## src/rtl/flow_led_ctrl.sv

```systemverilog
// rtl/flow_led_ctrl.sv - prescaled flowing-LED driver: rotate left/right, bounce or hold
module flow_led_ctrl #(
    parameter int LED_NUM   = 4,
    parameter int DIV_WIDTH = 24
) (
    input  logic                 clk,
    input  logic                 rst_n,
    input  logic                 en,
    input  logic [1:0]           mode,
    input  logic [DIV_WIDTH-1:0] div,
    output logic [LED_NUM-1:0]   led,
    output logic                 step
);

    localparam int POS_W = $clog2(LED_NUM);
    localparam logic [POS_W-1:0] POS_LAST = POS_W'(LED_NUM - 1);
    localparam logic [POS_W-1:0] POS_PEN  = POS_W'(LED_NUM - 2);
    localparam logic [POS_W-1:0] POS_ONE  = POS_W'(1);

    localparam logic [1:0] MODE_LEFT   = 2'b00;
    localparam logic [1:0] MODE_RIGHT  = 2'b01;
    localparam logic [1:0] MODE_BOUNCE = 2'b10;

    localparam logic DIR_UP   = 1'b0;
    localparam logic DIR_DOWN = 1'b1;

    logic [POS_W-1:0]     pos;
    logic [POS_W-1:0]     pos_nxt;
    logic                 dir;
    logic                 dir_nxt;
    logic [DIV_WIDTH-1:0] cnt;
    logic                 tick;

    // >= rather than == so a div lowered below the running count ticks at once
    assign tick = en && (cnt >= div);

    assign led = LED_NUM'(1) << pos;

    always_comb begin
        pos_nxt = pos;
        dir_nxt = dir;
        case (mode)
            MODE_LEFT: begin
                pos_nxt = (pos == POS_LAST) ? '0 : pos + POS_ONE;
                dir_nxt = DIR_UP;
            end
            MODE_RIGHT: begin
                pos_nxt = (pos == '0) ? POS_LAST : pos - POS_ONE;
                dir_nxt = DIR_DOWN;
            end
            MODE_BOUNCE: begin
                // turn around without relighting the end LED
                if (dir == DIR_UP) begin
                    if (pos == POS_LAST) begin
                        pos_nxt = POS_PEN;
                        dir_nxt = DIR_DOWN;
                    end else begin
                        pos_nxt = pos + POS_ONE;
                    end
                end else begin
                    if (pos == '0) begin
                        pos_nxt = POS_ONE;
                        dir_nxt = DIR_UP;
                    end else begin
                        pos_nxt = pos - POS_ONE;
                    end
                end
            end
            default: begin
                pos_nxt = pos;
                dir_nxt = dir;
            end
        endcase
    end

    always_ff @(posedge clk or negedge rst_n) begin
        if (!rst_n) begin
            pos  <= '0;
            dir  <= DIR_UP;
            cnt  <= '0;
            step <= 1'b0;
        end else if (en) begin
            if (tick) begin
                cnt  <= '0;
                step <= 1'b1;
                pos  <= pos_nxt;
                dir  <= dir_nxt;
            end else begin
                cnt  <= cnt + DIV_WIDTH'(1);
                step <= 1'b0;
            end
        end else begin
            step <= 1'b0;
        end
    end

endmodule

```

## config.mk

```make
export PLATFORM = sky130hd
export DESIGN_NAME = flow_led_ctrl
export DESIGN_NICKNAME = d
export VERILOG_FILES = /design/src/rtl/flow_led_ctrl.sv
export SDC_FILE = /design/constraint.sdc
export NUM_CORES = 1
export LEC_CHECK = 0
export ABC_CLOCK_PERIOD_IN_PS = 4100
export BUFFER_PORTS_ARGS = -buffer_cell sky130_fd_sc_hd__buf_2
export CORE_MARGIN = 5
export CORE_UTILIZATION = 50
export CTS_CLUSTER_DIAMETER = 100
export DETAILED_ROUTE_END_ITERATION = 16
export GPL_ROUTABILITY_DRIVEN = 0
export PLACE_DENSITY = 0.81
export SLEW_MARGIN = 20
export SYNTH_ARGS = -nofsm -noshare
export SYNTH_HDL_FRONTEND = slang
export SYNTH_SLANG_ARGS = --single-unit
```

## constraint.sdc

```tcl
create_clock -name clk -period 4.1 [get_ports clk]
set_input_delay 0.41 -clock clk [delete_from_list [all_inputs] [get_ports clk]]
set_output_delay 0.41 -clock clk [all_outputs]
set_load 0.005 [all_outputs]
```

### Word level (Yosys, flattened, before mapping)

Index checks and enable logic that the tools add are counted.

* add/subtract/negate cells: 3
* order comparisons: 1
* equality and inequality tests: 3
* shift-type cells: 1
* multiplexer cells: 13
* reduce and logical (&&, ||, !) cells: 5

Operators with widths (count)
* 24-bit by 1-bit adder with 24-bit output, second input constant: 1
* 24-bit >= comparator: 1
* 24-bit two-way mux: 1
* 2-bit two-way mux: 5
* 2-bit case mux with 3 select lines: 1
* 1-bit two-way mux: 5
* 2-bit == test, second input constant: 2
* 2-bit zero test: 2
* 1-bit by 2-bit left shift with 4-bit output, first input constant: 1
* 1-bit case mux with 3 select lines: 1
* 3-bit AND reduction: 1
* 3-bit nonzero test: 1
* 2-bit by 1-bit adder with 2-bit output, second input constant: 1
* 2-bit by 1-bit == test with 1-bit output, second input constant: 1
* 2-bit by 1-bit subtractor with 2-bit output, second input constant: 1
* 1-bit logical AND: 1

* flip-flop bits (word level): 28
* input bits: 29
* output and inout port bits: 5
* logic and storage cells: 30

### Longest topological paths before layout

Gate-level depths: netlist (run 1).

* depth in word-level cells: 4
* gate-level depth with buffers: 9
* depth with buffers taken out: 8

### Least setup slack after synthesis (run 1)

No wires, ideal clock.

* kind: flip-flop to flip-flop
* start point: register cnt[0]
* end point: register dir
* setup time: 0.128 ns
* data arrival time: 1.979 ns
* required time: 3.972 ns
* slack: 1.993 ns
* stages on the path, launching flop included: 9
* path buffers: 0
* clock period less this slack: 2.107 ns
* path through: dfrtp_1 > inv_1 > ha_1 > nand2b_4 > a211o_1 > a211oi_2 > o21bai_4 > o21ai_4 > mux2_1

* cells in the longest elaborated chain, start to end: 3

Ends and longest elaborated chain
* from (decl): line 31 `logic [DIV_WIDTH-1:0] cnt;`
* from (signal assigned): line 89 `cnt <= cnt + DIV_WIDTH'(1);`
* 24-bit >= comparator: line 35 `assign tick = en && (cnt >= div);`
* 1-bit logical AND: line 35
* 3-bit AND reduction (no line)
* to (signal assigned): line 87 `dir <= dir_nxt;`
* to (decl): line 29 `logic dir;`

Every way passes these cells.
A chain may end at the register's enable or synchronous reset.

### Final worst setup path (run 1)

* start point: register cnt[19]
* end point: register dir

Same word-level chain as after synthesis.

==> key figures, run 1 <==
Outcome
  • Status: complete, no violations

Timing
  • PnR worst setup slack: around 1.8 ns
  • Fmax: between 400 and 500 MHz
  • Skew final: ~0.010 ns
  • Final setup TNS: 0 ns
  • Final setup viols: 0
  • Relative slew margins: 58.4%
  • Final critical-path share of the clock period: a little under three fifths
  • Actual slew at the worst max-slew pin: slightly above 0.6 ns
  • Final Max Tran Viols: 0
  • Hold slack: ~0.13 ns
  • Crit path time final: between 2 and 2.5 ns
  • RSZ-0062 raised after global routing: no
  • Final hold vios: 0

Clock network
  • Post-cts resize count: 0
  • Clk buf depth: 2
  • Clock transition at path regs: 0.10 ns
  • Hold buffer count at cts: 0
  • CTS tree: yes
  • H-tree Lvls: 1
  • Cts bufs inserted: 3
  • Post-CTS setup buffer count: 0
  • Worst skew pair latency: approximately 0.28 ns
  • CTS sink cnt: 28
  • Clock root cell: clkbuf_8

Worst setup path
  • Reg2reg end: dir$_DFFE_PN0P_
  • CP max stage cell: dfrtp_1
  • Worst reg2reg startpoint: cnt[19]$_DFFE_PN0P_
  • Crit path kind: register to register
  • Worst path cell trace: ha_1 > nand4_1 > nor4_1 > o21ai_1 > o21bai_4 > o21ai_4 > mux2_1
  • R2R Setup Slk: 1.79 ns
  • Startpoint types: register
  • Slowest cell delay on critical path: approximately 0.44 ns
  • CP Buf/Inv Count: 0
  • Crit path DAT: roughly 2.5 ns
  • Crit path max-delay family: compound AO/OA/AOI/OAI gates
  • Worst endpoint required time: 4.26 ns
  • CP Capture Type: register
  • CP Depth: 7
  • Worst-path maximum fanout: 7
  • Worst r2r path cells: 7

Synth
  • Synthesized area per cell: slightly above 9 um2
  • Synth warn: 0
  • Part of the Yosys area used for sequential elements: between 30% and 40%
  • Syn nets: about 300
  • Main synth FF type: dfrtp_1
  • Flops & latches, synth: 28
  • Ranking of synthesized cells by area: dfrtp_1, ha_1, inv_1
  • Post-synth EDFFs: 0
  • Async S/R FF share, synth: 100%
  • Area leader, netlist: dfrtp_1
  • Cell with the most instances after synthesis: ha_1
  • Mapped cell area: about 2200 um2
  • Cell variety after synth: 40
  • Share of the synthesized area in the top cell type: between 30 and 40%
  • Top post-synthesis cells by count: ha_1, inv_1, dfrtp_1
  • Mapped Cells: roughly 240

Floorplan
  • Die Y: 75.9 um
  • Core area: between 4000 and 5000 um2
  • DIE AREA: between 5000 and 6000 um2
  • Cell Rows: 24
  • Die width: 75.9 um
  • Num ports: 34
  • Initial core utilization: 50.5%

GRT
  • Vias in the first global route: 1596
  • First-pass GRT wire length: ~7000 um
  • GR Util All Layers: 15.8%
  • Largest net degree at the start of global routing: 29
  • Initial antenna violation count: 0
  • Gr ovfl total: 0

Placed design
  • Cell Area, Placed: ~2400 um2
  • Port bufs: 33
  • Detailed Place HPWL: 3220 um
  • Setup WS pre-CTS: 1.75 ns
  • Inst Count DP: 321

Route
  • Vias: about 1700
  • Post-detailed-route count of antenna-violating nets: 0
  • 1st-pass router iterations: 4
  • DRC viols: 0
  • Avg Vias per Cell: just over 5
  • Wire per inst: around 13 um
  • Final wirelength: approximately 4200 um
  • DR iter-0 viols: 86

Cells and area
  • Layout cells sized above 1: between 15 and 20%
  • Post-Layout Cell Count: roughly 330
  • FILL cells: approximately 400
  • Post-route cell area: between 2000 and 2500 um2
  • Area growth from synthesis to layout: 12.7%
  • Antenna diode count: 0
  • NumNets Final: 336

Hold path
  • Worst min path class: input port to asynchronous set/reset pin

Pwr
  • Pwr dens: ~300 nW/um2
  • Worst vdd ir: around 120 uV
  • Leakage: 1.36 nW

Flow run
  • MaxCap Viol Count: 0
[layout make-up]
type	instances	area (um2)	area share, %
Clock buffer	3	41.3	1.69
Clock inverter	1	30.0	1.23
Inverter	31	116	4.76
Multi-Input combinational cell	177	1330	54.2
Sequential cell	28	701	28.7
Tap cell	52	65.1	2.66
Timing Repair Buffer	33	165	6.76
[through the flow]
step	total power [W]	utilization, %
after floorplan	0.000474	-
after global routing	0.000785	56.9
final	0.000741	56.9
after detailed placement	0.000529	55.2
after CTS	0.000746	56.9
after global placement	0.000519	55.2
[state kept, by name, summed over array words and instances, names as in the netlist]
signal,count
step,1
cnt,24
pos,2
dir,1
[cell families after synthesis]
group,share of synthesized area [%]
and+or+nand+nor,20.0
AOI/OAI and AO/OA,12.5
buffers and inverters,6.58
adders and majority gates,19.0
DFF,32.3
xor gates and xnor gates,7.67
muxes,1.96
[cells in the final DEF, fill, tap and decap left out, types with 2 or more instances in the layout]
cell       Yosys  final
nand2_1       21     21
and2_1         2      2
o21ai_0        7      7
o21ai_1        2      2
nor2_2         2      2
nor2_1        22     22
inv_1         31     31
xor2_1        13     13
nand3b_1       3      3
clkbuf_8       0      3
dfrtp_1       28     28
and3_1         8      8
o2bb2ai_1      3      3
buf_2          0     33
nor2b_1        3      3
ha_1          33     33
xnor2_1        6      6
and4_1         3      3
nand3_1        2      2
o31ai_1        3      3
mux2i_1        2      2
nor3_1         3      3
a21oi_1       15     15
nand4_1        8      8
[routing by layer]
metal	vias up	track usage (%)	part of all wire (%)
met2	23	27.3	50
met4	0	4.08	0.98
met1	758	20.7	46
met3	4	2.11	3.2
met5	-	0	0
li1	883	-	-
[power by group]
part	internal (W)	leakage [nW]	switching, W
clock	0.000131	0.0357	0.0000878
combinational	0.0000937	0.951	0.0000894
sequential	0.000302	0.372	0.0000370
total	0.000526	1.36	0.000214
[worst max path at each step]
stage	slack [ns]	from	to
final	1.79	cnt[19]$_DFFE_PN0P_	dir$_DFFE_PN0P_
after global routing	1.65	cnt[19]$_DFFE_PN0P_	dir$_DFFE_PN0P_
after CTS	1.81	cnt[19]$_DFFE_PN0P_	dir$_DFFE_PN0P_
after detailed placement	1.75	div[19]	dir$_DFFE_PN0P_
after global placement	1.78	div[23]	dir$_DFFE_PN0P_
after floorplan	1.99	cnt[0]$_DFFE_PN0P_	dir$_DFFE_PN0P_
No activity file was read; power rests on OpenSTA's default activity.
==> run 2, diff against run 1 <==
Settings changed: ABC_AREA set to 1, ABC_CLOCK_PERIOD_IN_PS 4100 to 2050, PLACE_DENSITY 0.81 to 0.82.
Clock period 4.1 ns to 2.05 ns, I/O delays scaled along.
==> key figures, run 2 <==
Outcome
  • Status: complete, no violations (unchanged)

Worst setup path
  • CP max stage cell: dfrtp_1 (unchanged)
  • Reg2reg end: dir$_DFFE_PN0P_ (unchanged)
  • Startpoint types: register (unchanged)
  • Crit path DAT: 2.03 ns (was 2.47 ns)
  • Worst endpoint required time: 2.23 ns (was 4.26 ns)
  • CP Capture Type: register (unchanged)
  • Cell mode on critical path: nand2_1
  • CP Buf/Inv Count: 1 (was 0)
  • Worst-path maximum fanout: 6 (was 7)
  • Slowest cell delay on critical path: 0.42 ns (was 0.44 ns)
  • Crit path kind: register to register (unchanged)
  • Crit path max-delay family: simple AND/OR/NAND/NOR gates (was compound AO/OA/AOI/OAI gates)
  • Worst path cell trace: ha_1 > nand2_1 > nor2_2 > nand2_1 > nor2_1 > nand2_1 > clkinv_1 > nand2_1 > nand3_4 > nand3_1 > nand2_1 > nand2_1 (was ha_1 > nand4_1 > nor4_1 > o21ai_1 > o21bai_4 > o21ai_4 > mux2_1)
  • R2R Setup Slk: 0.20 ns (was 1.79 ns)
  • Worst reg2reg startpoint: cnt[23]$_DFFE_PN0P_ (was cnt[19]$_DFFE_PN0P_)
  • Worst r2r path cells: 12 (was 7)

Timing
  • Final setup viols: 0 (unchanged)
  • Crit path time final: 1.85 ns (was 2.31 ns)
  • Actual slew at the worst max-slew pin: 0.632 ns (was 0.620 ns)
  • Fmax: 539 MHz (was 432 MHz)
  • Final hold vios: 0 (unchanged)
  • Skew final: 0.00326 ns (was 0.0103 ns)
  • PnR worst setup slack: 0.196 ns (was 1.79 ns)
  • Relative slew margins: 57.9% (was 58.4%)
  • RSZ-0062 raised after global routing: no (unchanged)
  • Final Max Tran Viols: 0 (unchanged)
  • Final critical-path share of the clock period: 90.5% (was 56.4%)
  • Final setup TNS: 0 ns (unchanged)

Synth
  • Async S/R FF share, synth: 100% (unchanged)
  • Area leader, netlist: dfrtp_1 (unchanged)
  • Mapped Cells: 383 (was 239)
  • Top post-synthesis cells by count: nand2_1, inv_1, nor2_1 (was ha_1, inv_1, dfrtp_1)
  • Cell with the most instances after synthesis: nand2_1 (was ha_1)
  • Post-synth EDFFs: 0 (unchanged)
  • Ranking of synthesized cells by area: dfrtp_1, ha_1, nand2_1 (was dfrtp_1, ha_1, inv_1)
  • Flops & latches, synth: 28 (unchanged)
  • Share of the synthesized area in the top cell type: 27.4% (was 32.3%)
  • Main synth FF type: dfrtp_1 (unchanged)
  • Cell variety after synth: 33 (was 40)
  • Syn nets: 445 (was 301)
  • Part of the Yosys area used for sequential elements: 27.4% (was 32.3%)
  • Mapped cell area: 2550 um2 (was 2170 um2)
  • Synthesized area per cell: 6.67 um2 (was 9.07 um2)
  • Synth warn: 0 (unchanged)

Route
  • Post-detailed-route count of antenna-violating nets: 0 (unchanged)
  • Final wirelength: 5330 um (was 4170 um)
  • Avg Vias per Cell: 4.92 (was 5.13)
  • Vias: 2416 (was 1668)
  • Wire per inst: 10.9 um (was 12.8 um)
  • 1st-pass router iterations: 4 (unchanged)
  • DR iter-0 viols: 144 (was 86)
  • DRC viols: 0 (unchanged)

Cells and area
  • Final Util: 57.4% (was 56.9%)
  • Most frequent cells in the layout: nand2_1, inv_1, nor2_1 (was ha_1, buf_2, inv_1)
  • Area growth from synthesis to layout: 13.4% (was 12.7%)
  • Biggest regs: cnt (24), pos (2) (unchanged)
  • Antenna diode count: 0 (unchanged)
  • FILL cells: 493 (was 390)
  • Max reg flops: 24 (unchanged)
  • Top reg by flops: cnt (unchanged)
  • Layout cells sized above 1: 14.0% (was 17.2%)
  • Commonest non-fill, non-tap cell in the layout: nand2_1
  • NumNets Final: 484 (was 336)

Pwr
  • Worst vdd ir: 408 uV (was 121 uV)
  • Leakage: 1.66 nW (was 1.36 nW)
  • Internal: 0.00109 W (was 0.000526 W)
  • Psw: 0.000732 W (was 0.000214 W)
  • Comb pwr share: 38.6% (was 24.7%)
  • Power Total: 0.00182 W (was 0.000741 W)
  • Clock share of power: 19.2% (was 29.5%)
  • Seq pwr share: 42.2% (was 45.8%)
  • Pwr dens: 628 nW/um2 (was 303 nW/um2)
  • Net switching fraction of the power: 40.3% (was 28.9%)

Placed design
  • Setup WS pre-CTS: 0.108 ns (was 1.75 ns)
  • Port bufs: 33 (unchanged)
  • Detailed Place HPWL: 4330 um (was 3220 um)

Clock network
  • Clk buf depth: 2 (unchanged)
  • CTS sink cnt: 28 (unchanged)
  • CTS tree: yes (unchanged)
  • Cts bufs inserted: 3 (unchanged)
  • H-tree Lvls: 1 (unchanged)
  • Clock transition at path regs: 0.10 ns (about the same)
  • Clock root cell: clkbuf_8 (unchanged)
  • Worst skew pair latency: 0.28 ns (about the same)

Hold path
  • Hold Crit Depth: 5
  • Worst hold start: en
  • Worst min path class: input port to register (was input port to asynchronous set/reset pin)
  • Hold EP: cnt[3]$_DFFE_PN0P_

Floorplan
  • Cell Rows: 26 (was 24)
  • Initial core utilization: 50.7% (was 50.5%)
  • Die width: 81.5 um (was 75.9 um)
  • Core area: 5040 um2 (was 4290 um2)
  • DIE AREA: 6640 um2 (was 5750 um2)
  • Die Y: 81.5 um (was 75.9 um)
  • Num ports: 34 (unchanged)

GRT
  • GR Util All Layers: 17.2% (was 15.8%)
  • Vias in the first global route: 2237 (was 1596)
  • First-pass GRT wire length: 9170 um (was 6980 um)
  • Gr ovfl total: 0 (unchanged)
  • Largest net degree at the start of global routing: 29 (unchanged)
  • Initial antenna violation count: 0 (unchanged)

Flow run
  • MaxCap Viol Count: 0 (unchanged)
run 2: cell types whose count changed in the layout (fill, tap and decap cells not counted), sizes merged, moves of 3 or more:
| cell | change |
|---|---|
| nand2 | +93 |
| inv | +38 |
| nor2 | +33 |
| nand3 | +21 |
| and3 | -8 |
| xor2 | -8 |
| nor3 | +6 |
| xnor2 | -5 |
| and4 | -3 |
| clkinv | +3 |
| nor2b | -3 |
| o2bb2ai | -3 |
| o31ai | -3 |
run 2: logic make-up after synthesis:
group,Yosys count,synth area share [%]
xor+xnor,6,2.06
fa+ha+maj,33,16.2
buf+inv,75,11.6
compound gates,29,6.27
flops,28,27.4
simple gates,212,36.5
run 2: worst max-delay path by stage:
| stage | from | to | cells past startpoint |
|---|---|---|---|
| after detailed placement | cnt[23]$_DFFE_PN0P_ | cnt[14]$_DFFE_PN0P_ | 12 |
| after CTS | cnt[21]$_DFFE_PN0P_ | cnt[14]$_DFFE_PN0P_ | 12 |
| after global routing | cnt[23]$_DFFE_PN0P_ | cnt[7]$_DFFE_PN0P_ | 12 |
| after global placement | cnt[23]$_DFFE_PN0P_ | cnt[17]$_DFFE_PN0P_ | 12 |
| final | cnt[23]$_DFFE_PN0P_ | dir$_DFFE_PN0P_ | 12 |
| after floorplan | cnt[3]$_DFFE_PN0P_ | cnt[12]$_DFFE_PN0P_ | 10 |
run 2: worst register-to-register path, cell delays in order (launching register included):
cell and delay, ns:
dfrtp_1 0.42, ha_1 0.31, nand2_1 0.08, nor2_2 0.14, nand2_1 0.11, nor2_1 0.12, nand2_1 0.07, clkinv_1 0.05
nand2_1 0.08, nand3_4 0.12, nand3_1 0.13, nand2_1 0.08, nand2_1 0.05
run 2: layout make-up:
class	count	area (um2)	area share, %
Clock buffer	4	55.1	1.90
Inverter	72	283	9.76
Multi-Input combinational cell	281	1580	54.5
Sequential cell	28	702	24.2
Tap cell	70	87.6	3.02
Timing Repair Buffer	36	190	6.57
run 2: power groups by stage:
stage | registers [W] | logic [W] | clock network (W)
2_1_floorplan | 0.000757 | 0.000511 | 0
3_3_place_gp | 0.000771 | 0.000672 | 0
3_5_place_dp | 0.000777 | 0.000695 | 0
4_1_cts | 0.000766 | 0.000706 | 0.000356
5_1_grt | 0.000783 | 0.000815 | 0.000383
6_report | 0.000767 | 0.000702 | 0.000349
run 2: repair_timing:
action,CTS,global route
hold buffers,1,0
setup endpoints to repair,0,15
endpoints found under the hold margin,28,0
buffers inserted,0,0
resized for setup,0,7
run 2: stage by stage:
step	std cells	hold slack, ns	area (um2)
after global placement	485	0.249	2800
after detailed placement	485	0.259	2800
after floorplan	383	-0.0906	2550
after global routing	491	0.353	2900
final	491	0.332	2900
after CTS	490	0.321	2870
run 2: layer usage:
layer  vias to the layer above  routed length, um  part of all wire (%)  GRT usage [%]
met5                         -                  0                     0              0
met4                         0                 99                   1.9           5.57
met3                        11                238                   4.5           1.86
met2                        45               2470                    46           29.4
met1                      1087               2520                    47           22.6
li1                       1273                  -                     -              -
==> run 3, diff against run 2 <==
Settings changed: CELL_PAD_IN_SITES_DETAIL_PLACEMENT set to 0, CELL_PAD_IN_SITES_GLOBAL_PLACEMENT set to 1, CORE_UTILIZATION 50 to 37, PLACE_DENSITY 0.82 to 0.85.
==> key figures, run 3 (synthesized netlist as in run 2, its figures left out) <==
GRT
  • GR Util All Layers: 13.9% (was 17.2%)
  • Gr ovfl total: 0 (unchanged)
  • Largest net degree at the start of global routing: 29 (unchanged)
  • Vias in the first global route: 2295 (was 2237)
  • Initial antenna violation count: 0 (unchanged)
  • First-pass GRT wire length: 9920 um (was 9170 um)

Timing
  • Final Max Tran Viols: 0 (unchanged)
  • Actual slew at the worst max-slew pin: 0.650 ns (was 0.632 ns)
  • Final setup viols: 0 (unchanged)
  • RSZ-0062 raised after global routing: no (unchanged)
  • Final setup TNS: 0 ns (unchanged)
  • Final hold vios: 0 (unchanged)
  • Hold slack: 0.318 ns (was 0.332 ns)
  • Fmax: 538 MHz (was 539 MHz)
  • Crit path time final: 1.86 ns (was 1.85 ns)
  • Relative slew margins: 56.7% (was 57.9%)
  • Skew final: 0.00743 ns (was 0.00326 ns)
  • Final critical-path share of the clock period: 90.7% (was 90.5%)
  • PnR worst setup slack: 0.191 ns (was 0.196 ns)

Route
  • Final wirelength: 5550 um (was 5330 um)
  • Avg Vias per Cell: 4.73 (was 4.92)
  • 1st-pass router iterations: 4 (unchanged)
  • DR iter-0 viols: 79 (was 144)
  • DRC viols: 0 (unchanged)
  • Post-detailed-route count of antenna-violating nets: 0 (unchanged)
  • Wire per inst: 11.0 um (was 10.9 um)
  • Vias: 2380 (was 2416)

Cells and area
  • NumNets Final: 487 (was 484)
  • Top reg by flops: cnt (unchanged)
  • Reg area: 701 um2 (was 702 um2)
  • Antenna diode count: 0 (unchanged)
  • Layout cells sized above 1: 14.4% (was 14.0%)
  • Multi-input gate area: 1580 um2 (about the same)
  • Max reg flops: 24 (unchanged)
  • Most frequent cells in the layout: nand2_1, inv_1, nor2_1 (unchanged)
  • Commonest non-fill, non-tap cell in the layout: nand2_1 (unchanged)
  • Biggest regs: cnt (24), pos (2) (unchanged)
  • Post-Layout Cell Count: 503 (was 491)
  • Final Util: 43.2% (was 57.4%)
  • FILL cells: 741 (was 493)
  • Area growth from synthesis to layout: 14.3% (was 13.4%)

Clock network
  • Worst skew pair latency: 0.28 ns (about the same)
  • H-tree Lvls: 1 (unchanged)
  • Clock transition at path regs: 0.10 ns (about the same)
  • Cts bufs inserted: 3 (unchanged)
  • Clk buf depth: 2 (unchanged)
  • Clock root cell: clkbuf_8 (unchanged)
  • CTS tree: yes (unchanged)
  • CTS sink cnt: 28 (unchanged)

Pwr
  • Psw: 0.000728 W (was 0.000732 W)
  • Clock share of power: 17.0% (was 19.2%)
  • Seq pwr share: 41.2% (was 42.2%)
  • Comb pwr share: 41.7% (was 38.6%)
  • Net switching fraction of the power: 40.5% (was 40.3%)
  • Internal: 0.00107 W (was 0.00109 W)
  • Worst vdd ir: 389 uV (was 408 uV)
  • Pwr dens: 616 nW/um2 (was 628 nW/um2)
  • Leakage: 1.67 nW (was 1.66 nW)

Placed design
  • Detailed Place HPWL: 4510 um (was 4330 um)
  • Port bufs: 33 (unchanged)
  • Inst Count DP: 498 (was 485)
  • Setup WS pre-CTS: 0.166 ns (was 0.108 ns)

Floorplan
  • Num ports: 34 (unchanged)
  • Cell Rows: 30 (was 26)
  • Die width: 93.1 um (was 81.5 um)
  • Initial core utilization: 37.8% (was 50.7%)
  • Core area: 6760 um2 (was 5040 um2)
  • DIE AREA: 8670 um2 (was 6640 um2)
  • Die Y: 93.1 um (was 81.5 um)

Outcome
  • Status: complete, no violations (unchanged)

Worst setup path
  • Reg2reg end: cnt[13]$_DFFE_PN0P_ (was dir$_DFFE_PN0P_)
  • Crit path DAT: 2.07 ns (was 2.03 ns)
  • Startpoint types: register (unchanged)
  • Critical Path Start: cnt[19]$_DFFE_PN0P_ (was cnt[23]$_DFFE_PN0P_)
  • R2R Setup Slk: 0.19 ns (was 0.20 ns)
  • Worst reg2reg startpoint: cnt[19]$_DFFE_PN0P_ (was cnt[23]$_DFFE_PN0P_)
  • Crit path capture: cnt[13]$_DFFE_PN0P_ (was dir$_DFFE_PN0P_)
  • Worst r2r path cells: 8 (was 12)
  • Worst-path maximum fanout: 16 (was 6)
  • Worst endpoint required time: 2.26 ns (was 2.23 ns)
  • CP Capture Type: register (unchanged)
  • Crit path kind: register to register (unchanged)

Hold path
  • Worst min path class: input port to register (unchanged)

Flow run
  • MaxCap Viol Count: 0 (unchanged)
==> run 3: changes by cell type in the layout (fill, tap and decap cells not counted), sizes merged <==
cell    change
clkbuf      -1
buf         +3
==> run 3: per-stage QoR <==
stage	power, W	area, um2
floorplan	0.00127	2550
CTS	0.00182	2890
global route	0.00198	2920
finish	0.00180	2920
detailed placement	0.00150	2840
global placement	0.00149	2840
==> run 3: worst min path at each step <==
stage,cells after the start,end,slack (ns),start
after floorplan,0,cnt[0]$_DFFE_PN0P_,-0.09,rst_n
after global placement,1,cnt[15]$_DFFE_PN0P_,0.27,rst_n
after detailed placement,1,cnt[15]$_DFFE_PN0P_,0.28,rst_n
after CTS,4,cnt[2]$_DFFE_PN0P_,0.32,en
after global routing,5,cnt[3]$_DFFE_PN0P_,0.35,en
final,4,cnt[2]$_DFFE_PN0P_,0.32,en
==> run 3: worst max-delay path, cell delays in order (launching register included) <==
cell and delay (ns):
dfrtp_1 0.45, ha_1 0.33, a21oi_1 0.17, nand2_1 0.09
a21oi_2 0.23, nand3_4 0.15, nand2_4 0.16, clkinv_8 0.10
nor2_1 0.12
==> run 3: power by group through the flow <==
stage,registers (W),logic [W],clock network (W)
after detailed placement,0.000756,0.000748,0
after global routing,0.000759,0.000891,0.000331
after CTS,0.000745,0.000754,0.000319
after floorplan,0.000757,0.000511,0
after global placement,0.000752,0.000735,0
final,0.000741,0.000750,0.000306
==> run 3: layout make-up <==
| cell class | count | share of cell area (%) |
|---|---|---|
| sequential | 28 | 24.0 |
| clock buffer | 3 | 1.41 |
| tap | 80 | 3.43 |
| inverter | 72 | 9.68 |
| timing repair buffer | 39 | 7.28 |
| multi-input combinational | 281 | 54.2 |
==> run 3: routing by layer <==
metal	wire [um]	vias to the layer above	track usage (%)
met4	44	0	3.30
li1	-	1277	-
met3	169	4	1.45
met5	0	-	0
met1	2870	1059	19.1
met2	2470	40	23.5
==> run 3: repair_timing <==
action / in CTS / in global routing
buffers inserted: 0 / 0
setup endpoints to repair: 0 / 15
hold endpoints to repair: 28 / 0
hold buffers: 1 / 0
resized for setup: 0 / 7
